[config.mk]
export PLATFORM = sky130hd
export DESIGN_NAME = mem_access_unit
export DESIGN_NICKNAME = d
export VERILOG_FILES = /design/src/rtl/mem_access_pkg.sv /design/src/rtl/mem_mmio_counters.sv /design/src/rtl/mem_access_unit.sv
export SDC_FILE = /design/constraint.sdc
export NUM_CORES = 1
export LEC_CHECK = 0
export ABC_AREA = 0
export BUFFER_PORTS_ARGS = -buffer_cell sky130_fd_sc_hd__buf_2
export CORE_ASPECT_RATIO = 0.9
export CORE_MARGIN = 5
export CORE_UTILIZATION = 35
export CTS_CLUSTER_SIZE = 20
export DETAILED_ROUTE_END_ITERATION = 7
export HOLD_SLACK_MARGIN = 0.15
export PLACE_DENSITY_LB_ADDON = 0.1
export SETUP_SLACK_MARGIN = 0.4
export SLEW_MARGIN = 20
export SYNTH_ARGS = -nofsm -noshare
export SYNTH_HDL_FRONTEND = slang
export SYNTH_SLANG_ARGS = --single-unit
[constraint.sdc]
create_clock -name clk -period 7.75 [get_ports clk]
set_clock_uncertainty 0.05 [all_clocks]
set_input_delay 1.55 -clock clk [delete_from_list [all_inputs] [get_ports clk]]
set_output_delay 1.55 -clock clk [all_outputs]
set_load 0.02 [all_outputs]
[src/rtl/mem_access_pkg.sv]
// Shared encodings for the load/store unit: RISC-V width codes, region tags and MMIO offsets.
package mem_access_pkg;

  localparam logic [2:0] F3_B  = 3'b000;
  localparam logic [2:0] F3_H  = 3'b001;
  localparam logic [2:0] F3_W  = 3'b010;
  localparam logic [2:0] F3_BU = 3'b100;
  localparam logic [2:0] F3_HU = 3'b101;

  localparam logic [1:0] DMEM_TAG = 2'b00;

  localparam logic [3:0] MMIO_OFF_CYCLE   = 4'h0;
  localparam logic [3:0] MMIO_OFF_INSTRET = 4'h4;
  localparam logic [3:0] MMIO_OFF_CLEAR   = 4'h8;

  typedef enum logic [1:0] {
    REGION_UNMAPPED = 2'd0,
    REGION_DMEM     = 2'd1,
    REGION_MMIO     = 2'd2
  } region_e;

  // Width is carried in funct3[1:0]; the sign bit does not affect alignment.
  function automatic logic is_misaligned(input logic [2:0] f3, input logic [1:0] lo);
    case (f3[1:0])
      2'b01:   return lo[0];
      2'b10:   return lo != 2'b00;
      default: return 1'b0;
    endcase
  endfunction

endpackage

[src/rtl/mem_mmio_counters.sv]
// Free-running cycle and retired-instruction counters with a shared clear.
module mem_mmio_counters (
  input  logic        clk,
  input  logic        rst,
  input  logic        inst_retire,
  input  logic        clear,
  output logic [31:0] cycle_count,
  output logic [31:0] instret_count
);

  // Clear wins over a same-cycle increment.
  always_ff @(posedge clk) begin
    if (rst || clear) begin
      cycle_count   <= '0;
      instret_count <= '0;
    end else begin
      cycle_count   <= cycle_count + 32'd1;
      instret_count <= instret_count + 32'(inst_retire);
    end
  end

endmodule

[src/rtl/mem_access_unit.sv]
// Load/store unit: DMEM lane steering, fixed one-cycle load response, MMIO counter window.
module mem_access_unit
  import mem_access_pkg::*;
#(
  parameter int          DMEM_AWIDTH = 14,
  parameter logic [31:0] MMIO_BASE   = 32'h8000_0000
) (
  input  logic                   clk,
  input  logic                   rst,
  input  logic                   req_valid,
  input  logic                   req_we,
  input  logic [2:0]             req_funct3,
  input  logic [31:0]            req_addr,
  input  logic [31:0]            req_wdata,
  input  logic                   inst_retire,
  output logic [DMEM_AWIDTH-1:0] dmem_addra,
  output logic [31:0]            dmem_dina,
  output logic [3:0]             dmem_wea,
  input  logic [31:0]            dmem_douta,
  output logic                   rsp_valid,
  output logic [31:0]            rsp_rdata,
  output logic                   misalign
);

  logic [1:0]  lo;
  region_e     region;
  logic        mis;
  logic        is_store;
  logic        mmio_word;
  logic        cnt_clear;
  logic [31:0] cycle_count;
  logic [31:0] instret_count;
  logic [31:0] mmio_rdata;

  logic        pend_valid;
  logic [2:0]  pend_f3;
  logic [1:0]  pend_lo;
  region_e     pend_region;
  logic        pend_mis;
  logic [31:0] pend_mmio_data;
  logic [31:0] lane;

  assign lo         = req_addr[1:0];
  assign mis        = is_misaligned(req_funct3, lo);
  assign is_store   = req_valid && req_we && !rst;
  assign dmem_addra = req_addr[DMEM_AWIDTH+1:2];

  always_comb begin
    region = REGION_UNMAPPED;
    if (req_addr[31:30] == DMEM_TAG)
      region = REGION_DMEM;
    else if (req_addr[31:4] == MMIO_BASE[31:4])
      region = REGION_MMIO;
  end

  always_comb begin
    dmem_wea = 4'b0000;
    if (is_store && region == REGION_DMEM && !mis) begin
      case (req_funct3[1:0])
        2'b00:   dmem_wea = 4'b0001 << lo;
        2'b01:   dmem_wea = 4'b0011 << lo;
        2'b10:   dmem_wea = 4'b1111;
        default: dmem_wea = 4'b0000;
      endcase
    end
  end

  assign dmem_dina = (req_funct3[1:0] == 2'b10) ? req_wdata : (req_wdata << {lo, 3'b000});

  // Only aligned word accesses reach the counters; anything else reads as unmapped.
  assign mmio_word = (region == REGION_MMIO) && (req_funct3 == F3_W) && !mis;
  assign cnt_clear = is_store && mmio_word && (req_addr[3:0] == MMIO_OFF_CLEAR);

  always_comb begin
    case (req_addr[3:0])
      MMIO_OFF_CYCLE:   mmio_rdata = cycle_count;
      MMIO_OFF_INSTRET: mmio_rdata = instret_count;
      default:          mmio_rdata = '0;
    endcase
  end

  mem_mmio_counters u_counters (
    .clk          (clk),
    .rst          (rst),
    .inst_retire  (inst_retire),
    .clear        (cnt_clear),
    .cycle_count  (cycle_count),
    .instret_count(instret_count)
  );

  always_ff @(posedge clk) begin
    if (rst) begin
      pend_valid     <= 1'b0;
      pend_f3        <= 3'b000;
      pend_lo        <= 2'b00;
      pend_region    <= REGION_UNMAPPED;
      pend_mis       <= 1'b0;
      pend_mmio_data <= '0;
      misalign       <= 1'b0;
    end else begin
      pend_valid     <= req_valid && !req_we;
      pend_f3        <= req_funct3;
      pend_lo        <= lo;
      pend_region    <= region;
      pend_mis       <= mis;
      pend_mmio_data <= mmio_word ? mmio_rdata : 32'd0;
      misalign       <= req_valid && mis;
    end
  end

  assign rsp_valid = pend_valid;
  assign lane      = dmem_douta >> {pend_lo, 3'b000};

  always_comb begin
    rsp_rdata = '0;
    if (pend_valid && !pend_mis) begin
      case (pend_region)
        REGION_DMEM: begin
          case (pend_f3)
            F3_B:    rsp_rdata = {{24{lane[7]}}, lane[7:0]};
            F3_H:    rsp_rdata = {{16{lane[15]}}, lane[15:0]};
            F3_W:    rsp_rdata = dmem_douta;
            F3_BU:   rsp_rdata = {24'd0, lane[7:0]};
            F3_HU:   rsp_rdata = {16'd0, lane[15:0]};
            default: rsp_rdata = '0;
          endcase
        end
        REGION_MMIO: rsp_rdata = pend_mmio_data;
        default:     rsp_rdata = '0;
      endcase
    end
  end

endmodule

# [After elaboration in Yosys (flattened, before gate mapping)]
# Index checks and enable logic that the tools add are counted.
[op_classes] n_addsub=2 eq_ne=14 n_shift=4 muxes=10 n_bitwise=1 n_reduce_logical=22
[op_table] cell="one-hot mux 32 bit (5 select lines)" count=1
[op_table] cell="one-hot mux 32 bit (2 select lines)" count=2
[op_table] cell="2-to-1 mux 32 bit" count=2
[op_table] cell="adder 32 x 1 -> 32 bit" count=1
[op_table] cell="adder 32 x 1 -> 32 bit, second input constant" count=1
[op_table] cell="<< shifter 32 x 5 -> 32 bit" count=1
[op_table] cell=">> shifter 32 x 5 -> 16 bit" count=1
[op_table] cell="== test 28 bit, second input constant" count=1
[op_table] cell="one-hot mux 4 bit (3 select lines)" count=1
[op_table] cell="logical AND 1 bit" count=11
[op_table] cell="== test 2 x 1 -> 1 bit, second input constant" count=3
[op_table] cell="== test 2 bit, second input constant" count=3
[op_table] cell="== test 3 x 2 -> 1 bit, second input constant" count=2
[op_table] cell="== test 3 bit, second input constant" count=2
[op_table] cell="== test 4 x 3 -> 1 bit, second input constant" count=1
[op_table] cell="== test 4 bit, second input constant" count=1
[op_table] cell="logical NOT 1 bit" count=4
[op_table] cell="logical NOT 2 bit" count=2
[op_table] cell="logical NOT 4 bit" count=1
[op_table] cell="2-to-1 mux 2 bit" count=2
[op_table] cell="2-to-1 mux 4 bit" count=1
[op_table] cell="<< shifter 1 x 2 -> 4 bit, first input constant" count=1
[op_table] cell="<< shifter 2 x 2 -> 4 bit, first input constant" count=1
[op_table] cell="== test 3 x 1 -> 1 bit, second input constant" count=1
[op_table] cell="other kinds (6)" count=6
[totals] ff_bits=106 out_inout_bits=84

# [Depth between registers and ports, before layout]
# Gate-level depths: netlist of the first run.
[depth] ltp_word=9 depth_mapped=8 ltp_nobuf=6

# [Hierarchy]
# Synthesis of the first run repeated with hierarchy kept, for this count alone.
[unflattened] cells_unflattened=779 area_unflattened_um2=6482.5
[by_module_without_submodules] module="mem_access_unit" n_inst=1 cells_per_inst=433 area_each_um2=3500.9 seq_area_each_um2=840.8
[by_module_without_submodules] module="mem_mmio_counters" n_inst=1 cells_per_inst=346 area_each_um2=2981.6 seq_area_each_um2=1281.2

# [Least setup slack after synthesis of the first run]
# No wires, ideal clock.
[synth_timing] kind="input port to output port" startpoint="input dmem_douta[31]" endpoint="output rsp_rdata[21]" arrival_ns=2.998 required_time_ns=6.150 path_slack_ns=3.152 stages=5 cell_sequence="mux4_2 > nand2_1 > a21boi_1 > buf_2 > a211oi_1"
[synth_between] elab_chain_cells=4
[synth_lines] item="from (decl)" line="mem_access_unit.sv:19" source="input logic [31:0] dmem_douta,"
[synth_lines] item=">> shifter 32 x 5 -> 16 bit" line="mem_access_unit.sv:112" source="assign lane = dmem_douta >> {pend_lo, 3'b000};"
[synth_lines] item="one-hot mux 32 bit (5 select lines)" line="mem_access_unit.sv:119" source="case (pend_f3)"
[synth_lines] item="one-hot mux 32 bit (2 select lines)" line="mem_access_unit.sv:117" source="case (pend_region)"
[synth_lines] item="2-to-1 mux 32 bit" line="mem_access_unit.sv:116" source="if (pend_valid && !pend_mis) begin"
[synth_lines] item="to (decl)" line="mem_access_unit.sv:21" source="output logic [31:0] rsp_rdata,"
# No other way between the ends.

# [Final worst setup path of the first run]
[layout_timing] startpoint="input req_funct3[0]" endpoint="output dmem_dina[22]"
[layout_between] elab_chain_cells=2
[layout_lines] item="from (decl)" line="mem_access_unit.sv:12" source="input logic [2:0] req_funct3,"
[layout_lines] item="== test 2 bit" line="mem_access_unit.sv:68" source="assign dmem_dina = (req_funct3[1:0] == 2'b10) ? req_wdata : (req_wdata << {lo, 3'b000});"
[layout_lines] item="2-to-1 mux 32 bit" line="mem_access_unit.sv:68"
[layout_lines] item="to (decl)" line="mem_access_unit.sv:17" source="output logic [31:0] dmem_dina,"
# No other way between the ends.

==> impl_metrics.ini, run 1 <==
[setup_path]
required_ps = 6150
path_cells = buf_2 -> inv_1 -> ha_1 -> buf_4 -> nor2b_1 -> a21oi_1 -> o21ai_0 -> buf_2
r2r_setup_slack_ps = 5130
crit_arrival_ps = 3470
crit_path_frequent_cell = buf_2
end_kind = output pin
startpoint_type = primary input
max_stage_delay_ps = 800
cp_slowest_cell = nor2b_1
path_class = primary input to output pin
worst-path-max-fanout = 34

[synth]
syn_area_um2 = 6420
synth_cell_types = 55
ys.flop_type = dfxtp_1
yosys_warnings = 0
synthArstFlopShare = 0
netlist.area_leader.share = 0.331
syn_avg_cell_area_um2 = 8.03
syn-instance-count = 799
synth_area_leader_cell = dfxtp_1
seq_area_frac_synth = 0.331
syn_nets = 910
ys_ff_latch = 106
synth_edf_count = 0
synth_area_leaders = dfxtp_1, a22oi_1, a21oi_1

[layout]
num_antenna_cells = 0
final_core_utilization = 0.420
drive_above_1_share = 0.248
final_common_cell = buf_2
final_cell_mix = buf_2, dfxtp_1, a21oi_1
area_growth_pct = 19.4
layout.nets = 1038

[pwr]
power_frac_clock = 0.387
p_leak_nw = 2.75
pwr_density_cell_nw_per_um2 = 158
power_w = 0.00121
combPwrFrac = 0.155
p_sw_w = 0.000319
pwr-share-seq = 0.458
irDropWorstVdd_mv = 0.0869
p_int_w = 0.000889
switching_share = 0.264

[clock_network]
cts_buffers = 9
cts_resized = 0
cts_tree = yes
path_clk_slew_ps = 70
cts_hold_buf = 0
cts_setup_buffers = 0
cts_max_level = 3
clock-sinks = 106
clock-root-buffer = clkbuf_16
clk_latency_ps = 350
clk_path_buf_depth = 2

[routing]
drc_errors = 0
wl_um = 20400
routed_via_density = 5.58
vias = 6573
routedWlPerCell_um = 17.3
ant_nets = 0
firstDrtPassIters = 5
drtIter0Drc = 475

[timing]
grt_setup_unrepaired = no
fmax_mhz = 197
period_share = 0.654
tightest_slew_ps = 984
setup-tns-final_ps = 0
worst_slack_ps = 2680
slew_headroom = 0.343
holdWs_ps = 445
finalHoldViolCount = 0
setup_violations = 0
fin_crit_ps = 5070
slew_viol_final = 0

[hold_path]
holdCritPathClass = flip-flop to flip-flop

[floorplan]
dieWidth_um = 153
ioPinCount = 188
die_h_um = 138
start_util = 0.352
rows = 47
die-area_um2 = 21100
core_um2 = 18200

[placement]
place_ws_ps = 2400
numPortBuffers = 187
hpwl_um = 15300
place_congestion = 0.877

[run]
drv_cap = 0

[status]
status = finished clean

[global_route]
grt_pass1_wl_um = 32400
antenna_found_initial = 0
grt.overflow.total = 0
grt_pass1_vias = 5843
grt_max_degree = 65
grtUsageTotal = 0.184
==> path summary, 6_finish.rpt <==
path,from,end,cells past startpoint
worst min register to register,u_counters.instret_count[31],u_counters.instret_count[31],2
worst min-delay path,u_counters.instret_count[31],u_counters.instret_count[31],2
worst max register to register,u_counters.instret_count[0],u_counters.instret_count[26],6
worst max-delay path,req_funct3[0],dmem_dina[22],8
==> cell families (layout without fill, tap and decap cells) <==
family | Yosys count | after routing | share of synthesized area
mux | 17 | 17 | 0.0298
simple gates | 280 | 280 | 0.239
fa+ha+maj | 7 | 7 | 0.0136
xor+xnor | 24 | 24 | 0.0328
flops | 106 | 106 | 0.331
compound gates | 274 | 274 | 0.284
buf+inv | 91 | 224 | 0.0696
==> sequential cells by signal (all words and copies together) (netlist names) <==
register	count
u_counters.cycle_count	32
pend_f3	3
misalign	1
pend_region	2
pend_mis	1
pend_mmio_data	32
u_counters.instret_count	32
pend_lo	2
rsp_valid	1
==> cell usage after synthesis, drive strengths merged, types with 2 or more instances <==
master	count
a222oi	8
a22o	7
o21ai	41
xnor2	12
a22oi	64
inv	12
clkbuf	56
nand2	32
or3	15
mux2i	9
nor2	73
a32oi	7
o31ai	21
and3	8
a211o	7
nor4b	3
o21a	3
nand4	16
o2bb2ai	8
and4	9
nor3	8
mux2	7
nor2b	34
nor4	9
xor2	12
or4	24
buf	22
ha	7
and2	10
a21oi	77
nand3	31
nor3b	2
dfxtp	106
a211oi	25
==> layout make-up <==
cell class              count  area, um^2
well taps                 245         307
multi-input cells         602        3880
flip-flops and latches    106        2120
inverters                  13        48.8
fillers                  1913       10600
clock inverters             4        48.8
clock buffers              12         256
repair buffers            195         996
==> power by group through the flow <==
stage / clock network, W / registers [W] / logic [W]
after CTS: 0.000486 / 0.000553 / 0.000186
after global placement: 0 / 0.000566 / 0.000187
after global routing: 0.000508 / 0.000554 / 0.000203
after detailed placement: 0 / 0.000566 / 0.000186
final: 0.000468 / 0.000554 / 0.000187
after floorplan: 0 / 0.000566 / 0.000117
==> worst max-delay path, delay by kind of cell <==
kind            cells  cell delay, ps
buf+inv             4             580
compound gates      2             340
fa+ha+maj           1             190
simple gates        1             800
==> stage by stage <==
step	cells	area [um^2]
2_1_floorplan	799	6420
3_3_place_gp	1161	7350
3_5_place_dp	1161	7350
4_1_cts	1177	7650
5_1_grt	1177	7660
6_report	1177	7660
==> metal layers <==
metal  part of all wire  GRT usage  wire, um  up-vias
met5                  0          0         0        -
met4              0.015     0.0441       300        0
met3              0.064     0.0456      1310       25
met2               0.43      0.264      8730      219
met1               0.49      0.277     10100     3051
li1                   -          -         -     3278
Power figures use the tool's default switching activity.
==> run 2: changes to the inputs <==
--- a/config.mk
+++ b/config.mk
@@ -5,7 +5,7 @@
 export SDC_FILE = /design/constraint.sdc
 export NUM_CORES = 1
 export LEC_CHECK = 0
-export ABC_AREA = 0
+export ABC_AREA = 1
 export BUFFER_PORTS_ARGS = -buffer_cell sky130_fd_sc_hd__buf_2
 export CORE_ASPECT_RATIO = 0.9
 export CORE_MARGIN = 5
==> constraint.sdc (replaced) <==
create_clock -name clk -period 5.1 [get_ports clk]
set_clock_uncertainty 0.05 [all_clocks]
set_input_delay 1.02 -clock clk [delete_from_list [all_inputs] [get_ports clk]]
set_output_delay 1.02 -clock clk [all_outputs]
set_load 0.02 [all_outputs]
==> run 2 against run 1 <==
  * Routed wire length is 16% higher
  * First-iteration DRC count up 31%
  * Cell count is 44% higher
  * Register-to-register slack lost 1900 ps
  * Critical path type unchanged
==> impl_metrics.ini, run 2 <==
[clock_network]
clk_latency_ps = 360
cts_resized = 0
cts_buffers = 9
cts_setup_buffers = 0
cts_tree = yes
clk_path_buf_depth = 2
clock-sinks = 106
path_clk_slew_ps = 70
clock-root-buffer = clkbuf_16
cts_max_level = 3
cts_hold_buf = 0

[setup_path]
startpoint_type = primary input
reg2reg_from = u_counters.instret_count[0]
path_class = primary input to output pin
cp-startpoint = req_addr[1]
worst-path-max-fanout = 21
reg2regPathDepth = 8
required_ps = 4030
crit_arrival_ps = 2840
end_kind = output pin
r2r_setup_slack_ps = 3190

[layout]
reg_top3 = pend_mmio_data: 32 flops, u_counters.cycle_count: 32 flops, u_counters.instret_count: 32 flops
area_growth_pct = 16.4
final_common_cell = nand2_1
fin_cells = 1693
fillerInstances = 2425
drive_above_1_share = 0.185
num_antenna_cells = 0
layout.nets = 1513
final_cell_mix = nand2_1, nor2_1, buf_2

[global_route]
met3_usage = 0.0251
grt_pass1_vias = 7233
met1_usage = 0.268
grt.busiest_layer = met2
grt.overflow.total = 0
use_met2 = 0.314
grtUsageTotal = 0.191
grt_max_degree = 63
antenna_found_initial = 0
grt_pass1_wl_um = 37400

[run]
drv_cap = 0

[pwr]
pwr_density_cell_nw_per_um2 = 209
irDropWorstVdd_mv = 0.163
p_leak_nw = 3.53

[synth]
synth_area_leader_cell = dfxtp_1
synth_commonest_cells = nand2_1, nor2_1, inv_1
synth_area_leaders = dfxtp_1, nand2_1, nor2_1
syn_area_um2 = 7490
syn-instance-count = 1263
yosys_warnings = 0
netlist.area_leader.share = 0.283
syn_avg_cell_area_um2 = 5.93
ys_ff_latch = 106
yosysMostFrequentCell = nand2_1
syn_nets = 1374
synth_cell_types = 38
synth_edf_count = 0
synthArstFlopShare = 0
seq_area_frac_synth = 0.283
ys.flop_type = dfxtp_1

[routing]
drc_errors = 0
wl_um = 23700
firstDrtPassIters = 5
routed_via_density = 4.64
routedWlPerCell_um = 14.0
drtIter0Drc = 623
vias = 7860
ant_nets = 0

[timing]
slew_headroom = 0.389
setup_violations = 0
tightest_slew_ps = 914
fmax_mhz = 256
fin_crit_ps = 3910
grt_setup_unrepaired = no
finalHoldViolCount = 0
slew_viol_final = 0
period_share = 0.766
setup-tns-final_ps = 0

[placement]
hpwl_um = 18700
place_congestion = 0.845
numPortBuffers = 187
place_inst = 1677

[hold_path]
worstHoldPathCells = 1
min-delay-start = u_counters.cycle_count[0]
holdCritPathClass = flip-flop to flip-flop

[floorplan]
rows = 50
ioPinCount = 188
die-area_um2 = 24400
start_util = 0.357
die_h_um = 149
dieWidth_um = 164
core_um2 = 21000

[status]
status = finished clean
run 2: cell count changes after synthesis, moves of 19 or more:
cell	previous run	this run
xor2_1	12	31
a211oi_1	25	0
clkbuf_1	52	19
a22oi_1	64	0
nor2b_1	34	0
a21oi_1	77	42
nand2_1	32	379
o22ai_1	0	38
or4_1	24	0
o31ai_1	21	0
nor2_1	73	227
inv_1	12	173
nand3_1	31	81
run 2: final timing paths:
check | to
worst min register to register | u_counters.cycle_count[0]
worst min-delay path | u_counters.cycle_count[0]
worst max-delay path | dmem_dina[16]
worst max register to register | u_counters.instret_count[16]
run 2: cell type report:
| class | instances | area, um^2 | share of cell area |
|---|---|---|---|
| clock buffer | 9 | 225 | 0.0258 |
| timing repair buffer | 190 | 958 | 0.110 |
| inverter | 183 | 692 | 0.0794 |
| multi-input combinational | 912 | 4300 | 0.493 |
| tap | 286 | 358 | 0.0411 |
| clock inverter | 7 | 60.1 | 0.00689 |
| sequential | 106 | 2120 | 0.244 |
run 2: report_power, final:
part	internal, W	leakage [nW]	switching, W	total (W)
Combinational	0.000106	2.55	0.000195	0.000301
Clock	0.000339	0.131	0.000338	0.000677
Sequential	0.000834	0.856	0.00000853	0.000842
Total	0.00128	3.53	0.000542	0.00182
run 2: logic make-up after synthesis:
logic type	synth area share
flops	0.283
compound gates	0.102
fa+ha+maj	0.0117
buf+inv	0.144
xor+xnor	0.0409
simple gates	0.418
run 2: routing by layer:
| layer | wire, um | part of all wire |
|---|---|---|
| met5 | 0 | 0 |
| met4 | 259 | 0.011 |
| met3 | 1140 | 0.048 |
| met2 | 10800 | 0.46 |
| met1 | 11500 | 0.49 |
run 2: worst max-delay path: stages:
cell	delay [ps]
buf_2	130
inv_1	490
nand2_1	530
o22ai_1	330
a22o_1	160
buf_2	170
run 2: stage by stage:
step                      cell area, um^2  utilization  hold slack, ps  power, W  setup slack, ps
final                                8710        0.416             441   0.00182             1190
after global routing                 8710        0.416             488   0.00191             1060
after CTS                            8710        0.416             447   0.00184             1180
after detailed placement             8420        0.402             430   0.00116             1180
after global placement               8420        0.402             429   0.00116             1190
after floorplan                      7490            -             410   0.00107             1790
